$ cat config.mk
export PLATFORM = sky130hd
export DESIGN_NAME = fxp_mac_stream_flat
export DESIGN_NICKNAME = d
export VERILOG_FILES = /design/src/rtl/fxp_pkg.sv /design/src/rtl/fxp_mac_stream_if.sv /design/src/rtl/fxp_round_sat.sv /design/src/rtl/fxp_mac_stream.sv /design/src/flat_wrapper.sv
export SDC_FILE = /design/constraint.sdc
export NUM_CORES = 1
export LEC_CHECK = 0
export ABC_CLOCK_PERIOD_IN_PS = 10000
export CAP_MARGIN = 20
export CORE_MARGIN = 3
export CORE_UTILIZATION = 48
export DETAILED_ROUTE_END_ITERATION = 16
export PLACE_DENSITY = 0.66
export SKIP_LAST_GASP = 1
export SLEW_MARGIN = 25
export SYNTH_ARGS = -nofsm -noshare
export SYNTH_HDL_FRONTEND = slang
export SYNTH_SLANG_ARGS = --single-unit
$ cat constraint.sdc
create_clock -name clk -period 10 [get_ports clk]
set_input_delay 2 -clock clk [delete_from_list [all_inputs] [get_ports clk]]
set_output_delay 2 -clock clk [all_outputs]
set_load 0.02 [all_outputs]
$ cat src/rtl/fxp_pkg.sv
// rtl/fxp_pkg.sv - shared fixed-point widths, range limits and rounding constant
package fxp_pkg;

    function automatic int acc_width(input int n, input int g);
        return 2 * n + g;
    endfunction

    // Returned as 64-bit patterns; callers take the low n bits.
    function automatic logic [63:0] fxp_max(input int n);
        return (64'd1 << (n - 1)) - 64'd1;
    endfunction

    function automatic logic [63:0] fxp_min(input int n);
        return ~64'd0 << (n - 1);
    endfunction

    function automatic logic [63:0] rnd_half(input int q);
        return 64'd1 << (q - 1);
    endfunction

endpackage

$ cat src/rtl/fxp_mac_stream_if.sv
// rtl/fxp_mac_stream_if.sv - operand beat stream, clock enable and result bundle
interface fxp_mac_stream_if #(
    parameter int N = 16
);
    logic         ce;
    logic [N-1:0] a;
    logic [N-1:0] b;
    logic         in_valid;
    logic         in_last;
    logic [N-1:0] p;
    logic         out_valid;
    logic         ovf;

    modport master (
        output ce, a, b, in_valid, in_last,
        input  p, out_valid, ovf
    );

    modport slave (
        input  ce, a, b, in_valid, in_last,
        output p, out_valid, ovf
    );
endinterface

$ cat src/rtl/fxp_round_sat.sv
// rtl/fxp_round_sat.sv - round-half-up to Q bits, range check, clamp when FXP_MAC_SAT_EN
module fxp_round_sat
    import fxp_pkg::*;
#(
    parameter int N     = 16,
    parameter int Q     = 12,
    parameter int ACC_W = 36
) (
    input  logic signed [ACC_W-1:0] sum,
    output logic        [N-1:0]     res,
    output logic                    ovf
);
    localparam int RW = ACC_W + 1 - Q;

    // One extra bit so adding the half-LSB can never wrap the sum.
    logic signed [ACC_W:0] rnd;
    logic        [RW-1:0]  r;
    logic        [RW-N:0]  upper;

    assign rnd   = {sum[ACC_W-1], sum} + (ACC_W + 1)'(rnd_half(Q));
    assign r     = rnd[ACC_W:Q];
    assign upper = r[RW-1:N-1];
    assign ovf   = ~((&upper) | ~(|upper));

`ifdef FXP_MAC_SAT_EN
    always_comb begin
        res = r[N-1:0];
        if (ovf) begin
            res = r[RW-1] ? N'(fxp_min(N)) : N'(fxp_max(N));
        end
    end
`else
    assign res = r[N-1:0];
`endif

endmodule

$ cat src/rtl/fxp_mac_stream.sv
// rtl/fxp_mac_stream.sv - streaming signed Q-format dot product; FXP_MAC_SAT_EN selects clamping
module fxp_mac_stream
    import fxp_pkg::*;
#(
    parameter int N = 16,
    parameter int Q = 12,
    parameter int G = 4
) (
    input  logic             clk,
    input  logic             rst,
    fxp_mac_stream_if.slave  s
);
    localparam int ACC_W = acc_width(N, G);

    logic signed [2*N-1:0]  prod_r;
    logic                   v1;
    logic                   l1;
    logic signed [ACC_W-1:0] acc;
    logic                   first;
    logic        [N-1:0]    p_r;
    logic                   ovf_r;
    logic                   ov_r;

    logic signed [ACC_W-1:0] prod_ext;
    logic signed [ACC_W-1:0] base;
    logic signed [ACC_W-1:0] sum;
    logic        [N-1:0]    res;
    logic                   res_ovf;

    assign prod_ext = {{G{prod_r[2*N-1]}}, prod_r};
    assign base     = first ? '0 : acc;
    assign sum      = base + prod_ext;

    fxp_round_sat #(
        .N     (N),
        .Q     (Q),
        .ACC_W (ACC_W)
    ) u_round_sat (
        .sum (sum),
        .res (res),
        .ovf (res_ovf)
    );

    always_ff @(posedge clk or posedge rst) begin
        if (rst) begin
            prod_r <= '0;
            v1     <= 1'b0;
            l1     <= 1'b0;
            acc    <= '0;
            first  <= 1'b1;
            p_r    <= '0;
            ovf_r  <= 1'b0;
            ov_r   <= 1'b0;
        end else if (s.ce) begin
            prod_r <= $signed(s.a) * $signed(s.b);
            v1     <= s.in_valid;
            l1     <= s.in_last;
            ov_r   <= 1'b0;
            if (v1) begin
                acc   <= sum;
                first <= l1;
                if (l1) begin
                    p_r   <= res;
                    ovf_r <= res_ovf;
                    ov_r  <= 1'b1;
                end
            end
        end
    end

    // A pending pulse is held through a stall and shown once ce returns.
    assign s.out_valid = ov_r & s.ce;
    assign s.p         = p_r;
    assign s.ovf       = ovf_r;

endmodule

$ cat src/flat_wrapper.sv
// flat-port wrapper written by rule: the top's interface ports become plain ports
module fxp_mac_stream_flat import fxp_pkg::*;
#(
    parameter int N = 16,
    parameter int Q = 12,
    parameter int G = 4
)
  (clk, rst, s_ce, s_a, s_b, s_in_valid, s_in_last, s_p, s_out_valid, s_ovf);
  fxp_mac_stream_if #(.N(N)) s_i ();
  input  logic clk;
  input  logic rst;
  input wire logic [$bits(s_i.ce)-1:0] s_ce;
  input wire logic [$bits(s_i.a)-1:0] s_a;
  input wire logic [$bits(s_i.b)-1:0] s_b;
  input wire logic [$bits(s_i.in_valid)-1:0] s_in_valid;
  input wire logic [$bits(s_i.in_last)-1:0] s_in_last;
  output wire logic [$bits(s_i.p)-1:0] s_p;
  output wire logic [$bits(s_i.out_valid)-1:0] s_out_valid;
  output wire logic [$bits(s_i.ovf)-1:0] s_ovf;
  assign s_i.ce = s_ce;
  assign s_i.a = s_a;
  assign s_i.b = s_b;
  assign s_i.in_valid = s_in_valid;
  assign s_i.in_last = s_in_last;
  assign s_p = s_i.p;
  assign s_out_valid = s_i.out_valid;
  assign s_ovf = s_i.ovf;
  fxp_mac_stream #(.N(N), .Q(Q), .G(G)) u_core (.clk(clk), .rst(rst), .s(s_i));
endmodule
# Word-level counts from Yosys, hierarchy flattened

Cells that the tools add are included.

Register bits after elaboration: 89
Input port bits: 37
Output and inout bits: 18
Logic and storage cells: 22

$add $sub $neg: 2
$mul: 1
Mux-type cells: 3
Bitwise logic cells: 4
Reduce and logical (&&, ||, !) cells: 4

Operator list:

| operator               | number |
|---|---|
| $add 36x13->37 const B | 1 |
| $add 36x32->36         | 1 |
| $mux 36                | 1 |
| $mul 16x16->32         | 1 |
| $reduce_and 10->1      | 1 |
| $reduce_or 10->1       | 1 |
| $reduce_and 3->1       | 1 |
| $mux 1                 | 2 |
| $not 1->1              | 2 |
| $reduce_and 2->1       | 1 |
| $and 1x1->1            | 1 |
| $or 1x1->1             | 1 |

# Logic depth before layout (Yosys ltp)

Depth in word-level cells: 7
Mapped depth: 27
Gate-level depth less buffers: 26

# Modules after synthesis

A second synthesis with hierarchy kept.

Cells, all modules: 1669
Area total of the unflattened synthesis: 15728.8 um^2

Modules (own cells, without submodules):

| module         | times used | cells an instance | area an instance (um^2) | sequential area each (um^2) |
|---|---|---|---|---|
| fxp_mac_stream | 1          | 1586              | 15179.6                 | 2228.4 |
| fxp_round_sat  | 1          | 83                | 549.3                   | 0.0 |

# Worst setup path after synthesis

Ideal clock, no wire load.

Path type: in2reg
From: input port s_b[6]
To: register u_core.prod_r[30]
Library setup time: 0.125 ns
Data arrival time: 7.975 ns
Data required time: 9.875 ns
Path slack: 1.900 ns
Cell stages on the path: 24
Path buffers: 1
Cells stage by stage: clkbuf_1 -> and2_1 -> fa_1 -> inv_1 -> fa_1 -> fa_1 -> fa_1 -> inv_1 -> fa_1 -> inv_1 -> fa_1 -> inv_1 -> ha_1 -> and3_1 -> a31oi_1 -> nor4_1 -> nor4_1 -> o21bai_1 -> a21o_1 -> a21oi_1 -> o21a_1 -> o41ai_1 -> xor2_1 -> mux2_2

Longest elaborated chain between the ends: 1

RTL lines:

| element              | line                 | source |
|---|---|---|
| start, declared      | flat_wrapper.sv:14   | `input wire logic [$bits(s_i.b)-1:0] s_b;` |
| $mul 16x16->32       | fxp_mac_stream.sv:55 | `prod_r <= $signed(s.a) * $signed(s.b);` |
| end signal, assigned | fxp_mac_stream.sv:55 |  |
| end, declared        | fxp_mac_stream.sv:15 | `logic signed [2*N-1:0] prod_r;` |

No other way between the ends.
A chain may end at the register's enable or synchronous reset.

# Final worst setup path

From: input port s_a[6]
To: register u_core.prod_r[30]

Longest elaborated chain between the ends: 1

RTL lines:

| element         | line                 | source |
|---|---|---|
| start, declared | flat_wrapper.sv:13   | `input wire logic [$bits(s_i.a)-1:0] s_a;` |
| $mul 16x16->32  | fxp_mac_stream.sv:55 |  |

No other way between the ends.

==> flow_summary.toml <==
[logic_synthesis]
synth_fp_nets = 2136
synth.cell_area_um2 = 15820
edff_count_synth = 0
synthesis.yosys.warnings = 0
synthesis.instances = 1718
synth_async_sr_flop_share_pct = 100.0
ys_seq_elements = 89
ys_seq_area_share_pct = 14.08
ys_types = 79
synthesized_area_per_cell_um2 = 9.210
dominant_register_cell_in_the_synthesized_netlist = "sky130_fd_sc_hd__dfrtp_1"

[routing]
avgRoutedWirePerCell_um = 16.22
drtIter0Drc = 612
drt-pass1-iter-count = 5
drc = 0
postRouteAntennaNets = 0
wl_mm = 35.31
avgViaCountPerCell = 5.364
vias = 11678

[place]
detailedPlacementHpwl_mm = 28.72
pre_cts_ws_ns = 0.6499
place_area_um2 = 16780
port_buffers = 54
globalplace.congestion = 0.8913

[flow_run]
maxCapViolations = 0

[clock_tree]
clk-insertion-delay-late_ns = 0.34
clkTransAtPathRegs_ns = 0.06
h-tree-depth = 3
clkSinkCount = 89
cts_repair_resize_count = 0
clk_root_buffer_cell = "sky130_fd_sc_hd__clkbuf_16"
tritoncts = "done"
cts_made_buffers = 9
clock_tree.buffer_depth = 2
hold_buffers = 0
post_cts_buffers = 0

[critical_path]
cp.arrival_ns = 9.25
crit_path_required_time_ns = 10.23
worst-path-max-fanout = 16
r2r_slack_ns = 4.53
crit_type = "in2reg"
critical_path.endpoint_type = "flop"
worstSetupStartpointType = "primary input"
crit-reg2reg-capture = "u_core.s.ovf"
reg2reg_depth = 16
r2r_start = "u_core.first"

[floorplan]
placement_rows = 65
initial_utilization_pct = 49.38
placeable_area_um2 = 32040
floorplan.die_area_um2 = 35180
die_height_um = 187.6
chipWidth_um = 187.6
ioPinCount = 55

[sta]
min_period_over_period_pct = 90.25
timing.setup.tns_ns = 0
final_hold_fails = 0
max_slew.worst_pin.slew_ns = 0.9175
final.min_clock_period_ns = 9.025
clock-skew-final_ns = 0.007377
slew_violations = 0
worst_slew_margin_rel_pct = 38.66
max_freq_mhz = 110.8
unrepaired_setup_endpoints_after_global_routing = "false"
setup_violations = 0
finalWorstSetupSlack_ns = 0.9745

[global_routing]
grt_pass1_wl_mm = 61.44
globalRoute.busiestLayer = "met2"
number_of_global_route_vias_before_repair = 12720
grt.met2_usage_pct = 38.96
groute.layer.met3.usage_pct = 2.281
grt_usage_pct = 21.22
groute.layer.met1.usage_pct = 26.36
antenna_violations_before_repair = 0
grt_overflow = 0
grt_max_degree = 59

[final_layout]
finish.utilization_pct = 53.38
area_growth_pct = 8.106
number_of_fill_cells = 3003
layout.cell_area.non_filler_um2 = 17110
layout_commonest_cell = "sky130_fd_sc_hd__inv_1"
fin_nets = 2155
post_route_cells_drive_above_1_share_pct = 6.142
layout.cells.most_common_list = "sky130_fd_sc_hd__inv_1 (302), sky130_fd_sc_hd__fa_1 (263), sky130_fd_sc_hd__nand2_1 (200)"
antenna-diode-count = 0

[min_path]
holdCritStartpoint = "u_core.acc[22]"
timing.hold.worst.class = "reg2reg"
worst_hold_path.num_cells = 2
worst_hold_path.endpoint = "u_core.acc[22]"

[status]
outcome = "finished, final reports clean"
-- registers in the layout (all words and copies together), names as in the netlist --
register	count
u_core.acc	36
u_core.prod_r	32
u_core.s.p	16
u_core.first	1
u_core.l1	1
u_core.ov_r	1
u_core.s.ovf	1
u_core.v1	1
-- routing by layer --
layer / vias up / share of wire, %
li1: 5466 / -
met1: 5915 / 42
met2: 223 / 52
met3: 74 / 3.4
met4: 0 / 3.0
met5: - / 0
-- synth_stat cells, types with 3 or more instances --
cell type                  number  area share [%]
sky130_fd_sc_hd__inv_1        303             7.2
sky130_fd_sc_hd__fa_1         263              33
sky130_fd_sc_hd__nand2_1      201             4.8
sky130_fd_sc_hd__and2_1       126             5.0
sky130_fd_sc_hd__ha_1         118             9.3
sky130_fd_sc_hd__dfrtp_1       88              14
sky130_fd_sc_hd__xnor2_1       58             3.2
sky130_fd_sc_hd__clkbuf_1      56             1.3
sky130_fd_sc_hd__o21ai_0       55             1.7
sky130_fd_sc_hd__a21oi_1       53             1.7
sky130_fd_sc_hd__nor2_1        49             1.2
sky130_fd_sc_hd__mux2_2        43             3.1
sky130_fd_sc_hd__nor2b_1       38             1.5
sky130_fd_sc_hd__xor2_1        28             1.5
sky130_fd_sc_hd__a21o_1        25             1.2
sky130_fd_sc_hd__nand3_1       19            0.60
sky130_fd_sc_hd__nor3_1        19            0.60
sky130_fd_sc_hd__o21bai_1      14            0.66
sky130_fd_sc_hd__nand4_1       13            0.51
sky130_fd_sc_hd__and3_1        12            0.47
sky130_fd_sc_hd__nand2b_1      11            0.43
sky130_fd_sc_hd__o31ai_1        9            0.43
sky130_fd_sc_hd__a31oi_1        8            0.32
sky130_fd_sc_hd__o21a_1         8            0.38
sky130_fd_sc_hd__a211oi_1       6            0.28
sky130_fd_sc_hd__nor4_1         6            0.24
sky130_fd_sc_hd__nand3b_1       5            0.24
sky130_fd_sc_hd__a41oi_1        4            0.22
sky130_fd_sc_hd__and4_1         4            0.22
sky130_fd_sc_hd__buf_2          4            0.13
sky130_fd_sc_hd__o41ai_1        4            0.22
sky130_fd_sc_hd__or3_1          4            0.16
sky130_fd_sc_hd__a31o_2         3            0.17
sky130_fd_sc_hd__mux2i_1        3            0.19
sky130_fd_sc_hd__o211ai_1       3            0.14
-- worst max path at each step --
stage                      start                 to  slack (ns)  cells past startpoint
after floorplan           s_b[6]  u_core.prod_r[30]        1.90                     24
after global placement    s_b[5]  u_core.prod_r[30]        0.76                     25
after detailed placement  s_a[6]  u_core.prod_r[30]        0.65                     25
after CTS                 s_a[6]  u_core.prod_r[30]        1.01                     25
after global routing      s_a[6]  u_core.prod_r[30]        0.43                     25
final                     s_a[6]  u_core.prod_r[30]        0.97                     25
-- final cells by class --
cell class	count	area (µm²)	share of cell area, %
Tap cell	435	544.3	3.182
Clock inverter	5	62.56	0.3657
Sequential cell	89	2228	13.03
Multi-Input combinational cell	1263	12220	71.41
Timing Repair Buffer	71	663.1	3.877
Inverter	303	1139	6.656
Clock buffer	11	252.7	1.478
-- per-stage QoR --
step | hold WS [ns] | cells
5_1_grt | 0.4918 | 2177
6_report | 0.4732 | 2177
2_1_floorplan | 0.4407 | 1718
4_1_cts | 0.4783 | 2177
3_3_place_gp | 0.4563 | 2161
3_5_place_dp | 0.4634 | 2161
-- critical path, cell delays in order --
cell and delay [ns]:
sky130_fd_sc_hd__clkdlybuf4s50_1 0.74, sky130_fd_sc_hd__and2_1 0.32, sky130_fd_sc_hd__fa_1 0.50, sky130_fd_sc_hd__inv_1 0.06, sky130_fd_sc_hd__fa_1 0.56, sky130_fd_sc_hd__fa_1 0.45
sky130_fd_sc_hd__fa_1 0.50, sky130_fd_sc_hd__inv_1 0.06, sky130_fd_sc_hd__fa_1 0.53, sky130_fd_sc_hd__inv_1 0.05, sky130_fd_sc_hd__fa_1 0.53, sky130_fd_sc_hd__inv_1 0.04
sky130_fd_sc_hd__ha_1 0.38, sky130_fd_sc_hd__and3_1 0.19, sky130_fd_sc_hd__a31oi_1 0.08, sky130_fd_sc_hd__buf_4 0.17, sky130_fd_sc_hd__nor4_1 0.56, sky130_fd_sc_hd__nor4_1 0.14
sky130_fd_sc_hd__o21bai_1 0.18, sky130_fd_sc_hd__a21o_1 0.16, sky130_fd_sc_hd__a21oi_1 0.09, sky130_fd_sc_hd__o21a_1 0.19, sky130_fd_sc_hd__o41ai_1 0.40, sky130_fd_sc_hd__xor2_1 0.11
sky130_fd_sc_hd__mux2_2 0.27
-- kinds of logic after synthesis --
kind of cell,synth area share [%]
muxes,3.250
DFF,14.08
xor gates and xnor gates,4.966
buffers and inverters,8.762
AOI/OAI and AO/OA,8.904
adders and majority gates,42.61
and+or+nand+nor,17.43
Power is left out: the tool's default activity adds up to more than one toggle a clock period on the data nets, which glitch-free logic cannot reach.
